`src/rtl/regfile_mp.sv`:
```
// Multi-port integer register file with prioritised writes, optional write-to-read bypass,
// a per-register pending scoreboard, and a sequential self-clear after reset.
module regfile_mp #(
  parameter int XLEN      = 64,
  parameter int NREGS     = 32,
  parameter int NREAD     = 2,
  parameter int NWRITE    = 2,
  parameter int BYPASS    = 1,
  parameter int TEST_INIT = 0,
  localparam int AW       = $clog2(NREGS)
) (
  input  logic                   clk,
  input  logic                   rst,
  input  logic [NREAD*AW-1:0]    raddr,
  output logic [NREAD*XLEN-1:0]  rdata,
  output logic [NREAD-1:0]       rpending,
  input  logic [NWRITE-1:0]      we,
  input  logic [NWRITE*AW-1:0]   waddr,
  input  logic [NWRITE*XLEN-1:0] wdata,
  input  logic                   alloc_valid,
  input  logic [AW-1:0]          alloc_addr,
  output logic                   ready
);

  typedef enum logic {INIT, RUN} state_t;

  state_t            state, state_next;
  logic [AW-1:0]     init_idx, init_idx_next;
  logic [XLEN-1:0]   init_val;
  logic [XLEN-1:0]   regs [NREGS];
  logic [NREGS-1:0]  pending;

  always_ff @(posedge clk) begin
    if (rst) begin
      state    <= INIT;
      init_idx <= '0;
    end else begin
      state    <= state_next;
      init_idx <= init_idx_next;
    end
  end

  always_comb begin
    state_next    = state;
    init_idx_next = init_idx;
    if (state == INIT) begin
      init_idx_next = init_idx + 1'b1;
      if (init_idx == AW'(NREGS - 1)) state_next = RUN;
    end
  end

  assign ready = (state == RUN);

  // Test images preload x1..x7 with their own index so reads are recognisable.
  assign init_val = (TEST_INIT != 0 && init_idx >= AW'(1) && init_idx <= AW'(7))
                    ? XLEN'(init_idx) : '0;

  // Ascending port order lets the highest-index writer land last and win.
  always_ff @(posedge clk) begin
    if (!rst) begin
      if (state == INIT) begin
        regs[init_idx] <= init_val;
      end else begin
        for (int w = 0; w < NWRITE; w++) begin
          if (we[w] && waddr[w*AW +: AW] != '0)
            regs[waddr[w*AW +: AW]] <= wdata[w*XLEN +: XLEN];
        end
      end
    end
  end

  // Alloc is applied after the write clears so a same-edge alloc leaves the bit set.
  always_ff @(posedge clk) begin
    if (rst) begin
      pending <= '0;
    end else if (state == RUN) begin
      for (int w = 0; w < NWRITE; w++) begin
        if (we[w] && waddr[w*AW +: AW] != '0)
          pending[waddr[w*AW +: AW]] <= 1'b0;
      end
      if (alloc_valid && alloc_addr != '0)
        pending[alloc_addr] <= 1'b1;
    end
  end

  for (genvar p = 0; p < NREAD; p++) begin : g_read
    logic [AW-1:0]   ra;
    logic [XLEN-1:0] rd;

    assign ra = raddr[p*AW +: AW];

    always_comb begin
      rd = regs[ra];
      if (BYPASS != 0 && state == RUN) begin
        for (int w = 0; w < NWRITE; w++) begin
          if (we[w] && waddr[w*AW +: AW] == ra)
            rd = wdata[w*XLEN +: XLEN];
        end
      end
      if (ra == '0 || state != RUN) rd = '0;
    end

    assign rdata[p*XLEN +: XLEN] = rd;
    assign rpending[p]           = (state == RUN) && pending[ra];
  end

endmodule

```
`config.mk`:
```
export PLATFORM = sky130hd
export DESIGN_NAME = regfile_mp
export DESIGN_NICKNAME = d
export VERILOG_FILES = /design/src/rtl/regfile_mp.sv
export SDC_FILE = /design/constraint.sdc
export NUM_CORES = 2
export LEC_CHECK = 0
export CORE_ASPECT_RATIO = 1.4
export CORE_MARGIN = 3
export CORE_UTILIZATION = 45
export DETAILED_ROUTE_END_ITERATION = 10
export MAX_ROUTING_LAYER = met4
export PLACE_DENSITY_LB_ADDON = 0.05
export SKIP_LAST_GASP = 1
export SLEW_MARGIN = 25
export SYNTH_ARGS = -nofsm -noshare
export SYNTH_HDL_FRONTEND = slang
export SYNTH_SLANG_ARGS = --single-unit
```
`constraint.sdc`:
```
create_clock -name clk -period 7.65 [get_ports clk]
set_input_delay 1.53 -clock clk [delete_from_list [all_inputs] [get_ports clk]]
set_output_delay 1.53 -clock clk [all_outputs]
set_load 0.02 [all_outputs]
```
==> results_tabular.tex <==
\begin{tabular}{lr}
\hline
Metric & Value \\
\hline
\multicolumn{2}{l}{\textbf{Yosys}} \\
\quad Count of synthesis-stage warnings from yosys & 0 \\
\quad Cell area after technology mapping & 120000 sq um \\
\quad Number of instances in the synthesized netlist & 9666 \\
\quad Number of enable-type register cells in the synthesized netlist & 2048 \\
\quad Number of unique standard cell types used by synthesis & 66 \\
\quad FFs w/ async S/R, synth & 0\% \\
\quad Number of storage elements in the synthesis netlist & 2086 \\
\quad Post-Syn Nets & 9826 \\
\quad Average cell area after synthesis & 12.4 sq um \\
\quad Sequential area share after synthesis & 52.0\% \\
\quad Area share of the leading cell type in the synthesized netlist & 51.4\% \\
\quad Dominant register cell in the synthesized netlist & sky130\_fd\_sc\_hd\_\_edfxtp\_1 \\
\quad Largest area contributor in the netlist & sky130\_fd\_sc\_hd\_\_edfxtp\_1 \\
\quad Largest cells by area after synthesis & sky130\_fd\_sc\_hd\_\_edfxtp\_1, sky130\_fd\_sc\_hd\_\_mux4\_2, sky130\_fd\_sc\_hd\_\_o21ai\_0, sky130\_fd\_sc\_hd\_\_nand2\_1, sky130\_fd\_sc\_hd\_\_clkbuf\_1 \\
\quad Most instantiated cells after synthesis & sky130\_fd\_sc\_hd\_\_nand2\_1, sky130\_fd\_sc\_hd\_\_edfxtp\_1, sky130\_fd\_sc\_hd\_\_o21ai\_0 \\
\quad Most frequent cell after synthesis & sky130\_fd\_sc\_hd\_\_nand2\_1 \\
\multicolumn{2}{l}{\textbf{Drt}} \\
\quad Final routed wire length divided by cell count & 40.6 um \\
\quad Iteration-0 DRC Markers & 15429 \\
\quad DRC violations left & 0 \\
\quad Remaining antenna violation count & 0 \\
\quad Overall via count from detail\_route & 91417 \\
\quad Vias per std cell & 7.04 \\
\quad Wire length after detailed routing & 528 mm \\
\quad Length of the first detailed-routing pass in iterations & 10 \\
\multicolumn{2}{l}{\textbf{Critical path}} \\
\quad Type of origin of the critical path & input port \\
\quad Ordered list of cells on the worst path & clkdlybuf4s50\_1 -> xor2\_1 -> nor4\_1 -> and3\_4 -> nor2\_1 -> nand3\_4 -> buf\_12 -> o221ai\_1 -> clkdlybuf4s50\_1 \\
\quad CP required & 6.12 ns \\
\quad Largest stage delay, worst path & 0.76 ns \\
\quad Sort of element at the end of the critical path & output pin \\
\quad Register-to-register setup slack & 3.31 ns \\
\quad Library cell contributing the largest single delay on the critical path & sky130\_fd\_sc\_hd\_\_clkdlybuf4s50\_1 \\
\quad Cell seen most often among critical-path stages & sky130\_fd\_sc\_hd\_\_clkdlybuf4s50\_1 \\
\quad Critical path type & in2out \\
\quad Biggest fanout along the worst timing path & 36 \\
\quad Arr. time, crit path & 5.53 ns \\
\multicolumn{2}{l}{\textbf{Power}} \\
\quad Peak VDD IR & 0.000197 V \\
\quad Leakage power figure & 44.3 nW \\
\quad Portion of total power attributed to sequential cells & 49.4\% \\
\quad Sw power & 0.00603 W \\
\quad Power density of the placed cells & 189 nW/um\^{}2 \\
\quad Switching share of power & 23.9\% \\
\quad Power share of the clock group & 43.0\% \\
\quad Internal Dissipation & 0.0192 W \\
\quad Logic gate share of total power & 7.5\% \\
\multicolumn{2}{l}{\textbf{Cells and area}} \\
\quad Fraction of final layout cells with drive strength greater than 1 & 21.4\% \\
\quad Post-synthesis to final-layout area growth & 11.7\% \\
\quad Filler Cells Inserted & 22657 \\
\quad Post-layout net count & 9480 \\
\multicolumn{2}{l}{\textbf{Timing}} \\
\quad Clock period minus final worst setup slack & 7.06 ns \\
\quad Slew at the pin with the worst max-slew slack & 1.16 ns \\
\quad Share of the cycle needed by the critical path after routing & 92.3\% \\
\quad Max frequency & 142 MHz \\
\quad Final setup violating endpoints & 0 \\
\quad Clock skew after layout & 0.0489 ns \\
\quad Slew Limit Fails & 0 \\
\quad Total Neg Setup Slack & 0 ns \\
\quad Number of hold violations in the final report & 0 \\
\quad RSZ-0062 raised after global routing & no \\
\quad Max transition margin & 22.7\% \\
\quad Final setup slack of the worst path & 0.586 ns \\
\multicolumn{2}{l}{\textbf{Floorplanning}} \\
\quad Ports placed on the boundary & 289 \\
\quad Effective utilization at floorplan & 45.3\% \\
\quad Core box area & 264000 sq um \\
\quad Count of standard-cell rows & 223 \\
\quad Die Width & 442 um \\
\quad Area of the die & 272000 sq um \\
\quad Floorplan die height & 616 um \\
\multicolumn{2}{l}{\textbf{Run status}} \\
\quad Outcome & finished, final reports clean \\
\multicolumn{2}{l}{\textbf{Placement}} \\
\quad Post-placement setup slack & 0.749 ns \\
\quad Weighted congestion reported at the end of routability-driven placement & 0.908 \\
\quad Detailed Place HPWL & 296 mm \\
\quad Count of port buffers added during placement & 288 \\
\multicolumn{2}{l}{\textbf{Clocking}} \\
\quad Number of cells upsized or downsized after cts & 0 \\
\quad Clock Sinks & 2086 \\
\quad Post-cts hold buffer count & 0 \\
\quad Num CTS Buffers & 224 \\
\quad Total number of H-tree levels & 4 \\
\quad Clock edge transition at the registers on the reported setup and hold paths & 0.06 ns \\
\quad Master cell of the clock root buffer & sky130\_fd\_sc\_hd\_\_clkbuf\_16 \\
\quad CTS Buffer Depth & 4 \\
\quad Source-to-sink clock delay at the later pin of the worst-skew pair & 0.95 ns \\
\quad CTS tree & done \\
\quad Setup fix buffers added after clock tree synthesis & 0 \\
\multicolumn{2}{l}{\textbf{Global routing}} \\
\quad Overall track demand over capacity in global routing & 39.4\% \\
\quad Initial antenna violation count & 18 \\
\quad Vias in the first global route & 87966 \\
\quad Global-route wire length before repair & 723 mm \\
\quad GR Overflow Total & 0 \\
\quad Pin count of the biggest net entering global routing & 130 \\
\multicolumn{2}{l}{\textbf{Run}} \\
\quad Max-cap violation count & 0 \\
\multicolumn{2}{l}{\textbf{Min path}} \\
\quad Type of the worst min-delay path & reg2reg \\
\hline
\end{tabular}
## logic make-up (layout without fill, tap and decap cells)
group           count (synthesis)  in the layout  synth area share [%]
mux                          1312           1312                  24.2
fa+ha+maj                       2              2                0.0209
compound gates               2354           2354                  10.7
buf+inv                      1321           1143                  4.51
flops                        2086           2086                  52.0
other cells                     0             16                     0
xor+xnor                       22             22                 0.161
simple gates                 2569           2569                  8.38
## stage by stage
step	utilization (%)	instance area (sq um)	cells	power, W	hold slack [ns]
finish	50.6	134000	12991	0.0252	0.490
CTS	50.6	133000	12972	0.0252	0.477
global placement	47.9	126000	12573	0.0146	0.455
floorplan	-	120000	9666	0.0138	0.439
detailed placement	48.0	127000	12578	0.0146	0.470
global route	50.6	134000	12988	0.0257	0.513
## path summary, 6_finish.rpt
path / end / startpoint / cells after the start
min reg2reg: pending[30] / pending[30] / 2
max: rdata[23] / waddr[6] / 9
min: pending[30] / pending[30] / 2
max reg2reg: regs[24][34] / ready / 7
## area by class of cell
type	instances	area (sq um)	share of cell area [%]
diodes	16	40.0	0.0300
clock buffers	290	5940	4.44
clock inverters	104	952	0.713
inverters	129	492	0.368
multi-input cells	6259	52800	39.5
flip-flops and latches	2086	62300	46.6
well taps	3487	4360	3.27
repair buffers	620	6790	5.08
## placed cells by master (no fill, tap or decap), types with 9 or more instances in the layout
| cell | synthesis | layout |
|---|---|---|
| sky130_fd_sc_hd__a211oi_1 | 12 | 12 |
| sky130_fd_sc_hd__a21oi_1 | 30 | 30 |
| sky130_fd_sc_hd__a222oi_1 | 62 | 62 |
| sky130_fd_sc_hd__a22oi_1 | 86 | 86 |
| sky130_fd_sc_hd__buf_12 | 0 | 106 |
| sky130_fd_sc_hd__buf_4 | 26 | 243 |
| sky130_fd_sc_hd__bufinv_16 | 0 | 17 |
| sky130_fd_sc_hd__clkbuf_1 | 816 | 61 |
| sky130_fd_sc_hd__clkbuf_16 | 0 | 227 |
| sky130_fd_sc_hd__clkdlybuf4s50_1 | 0 | 254 |
| sky130_fd_sc_hd__clkinv_1 | 5 | 53 |
| sky130_fd_sc_hd__clkinv_2 | 0 | 25 |
| sky130_fd_sc_hd__dfxtp_1 | 38 | 37 |
| sky130_fd_sc_hd__diode_2 | 0 | 16 |
| sky130_fd_sc_hd__edfxtp_1 | 2048 | 2048 |
| sky130_fd_sc_hd__inv_1 | 123 | 123 |
| sky130_fd_sc_hd__mux2i_1 | 42 | 42 |
| sky130_fd_sc_hd__mux4_2 | 1263 | 1263 |
| sky130_fd_sc_hd__nand2_1 | 2345 | 2343 |
| sky130_fd_sc_hd__nand3_1 | 16 | 12 |
| sky130_fd_sc_hd__nor2_1 | 85 | 65 |
| sky130_fd_sc_hd__nor2_4 | 0 | 21 |
| sky130_fd_sc_hd__nor2b_1 | 24 | 23 |
| sky130_fd_sc_hd__nor3_2 | 0 | 13 |
| sky130_fd_sc_hd__o21ai_0 | 1998 | 1996 |
| sky130_fd_sc_hd__o21ai_1 | 12 | 14 |
| sky130_fd_sc_hd__o21bai_4 | 0 | 12 |
| sky130_fd_sc_hd__o221ai_1 | 66 | 66 |
| sky130_fd_sc_hd__o22ai_1 | 45 | 26 |
| sky130_fd_sc_hd__o22ai_4 | 0 | 19 |
| sky130_fd_sc_hd__xnor2_1 | 9 | 9 |
| sky130_fd_sc_hd__xor2_1 | 13 | 13 |
## power groups by stage
| stage | registers, W | clock network [W] | logic, W |
|---|---|---|---|
| final | 0.0125 | 0.0109 | 0.00190 |
| after global placement | 0.0127 | 0 | 0.00187 |
| after CTS | 0.0125 | 0.0109 | 0.00187 |
| after detailed placement | 0.0127 | 0 | 0.00187 |
| after global routing | 0.0125 | 0.0113 | 0.00194 |
| after floorplan | 0.0127 | 0 | 0.00113 |
## registers in the layout, summed over array words and instances, names as in the netlist
register  count
init_idx      5
pending      32
ready         1
regs       2048
## routing by layer
| metal | track usage [%] | wire, um | vias to the layer above |
|---|---|---|---|
| met1 | 48.8 | 184000 | 46454 |
| met2 | 60.4 | 243000 | 7126 |
| li1 | - | - | 36193 |
| met5 | - | 0 | - |
| met3 | 8.08 | 63300 | 1644 |
| met4 | 22.8 | 38200 | 0 |
## critical path: cells and delay by family
family | cells | cell delay [ns]
AO/OA/AOI/OAI | 1 | 0.21
XOR/XNOR | 1 | 0.31
buffers and inverters | 3 | 1.65
AND/OR/NAND/NOR | 4 | 1.63
Power figures use the tool's default switching activity.
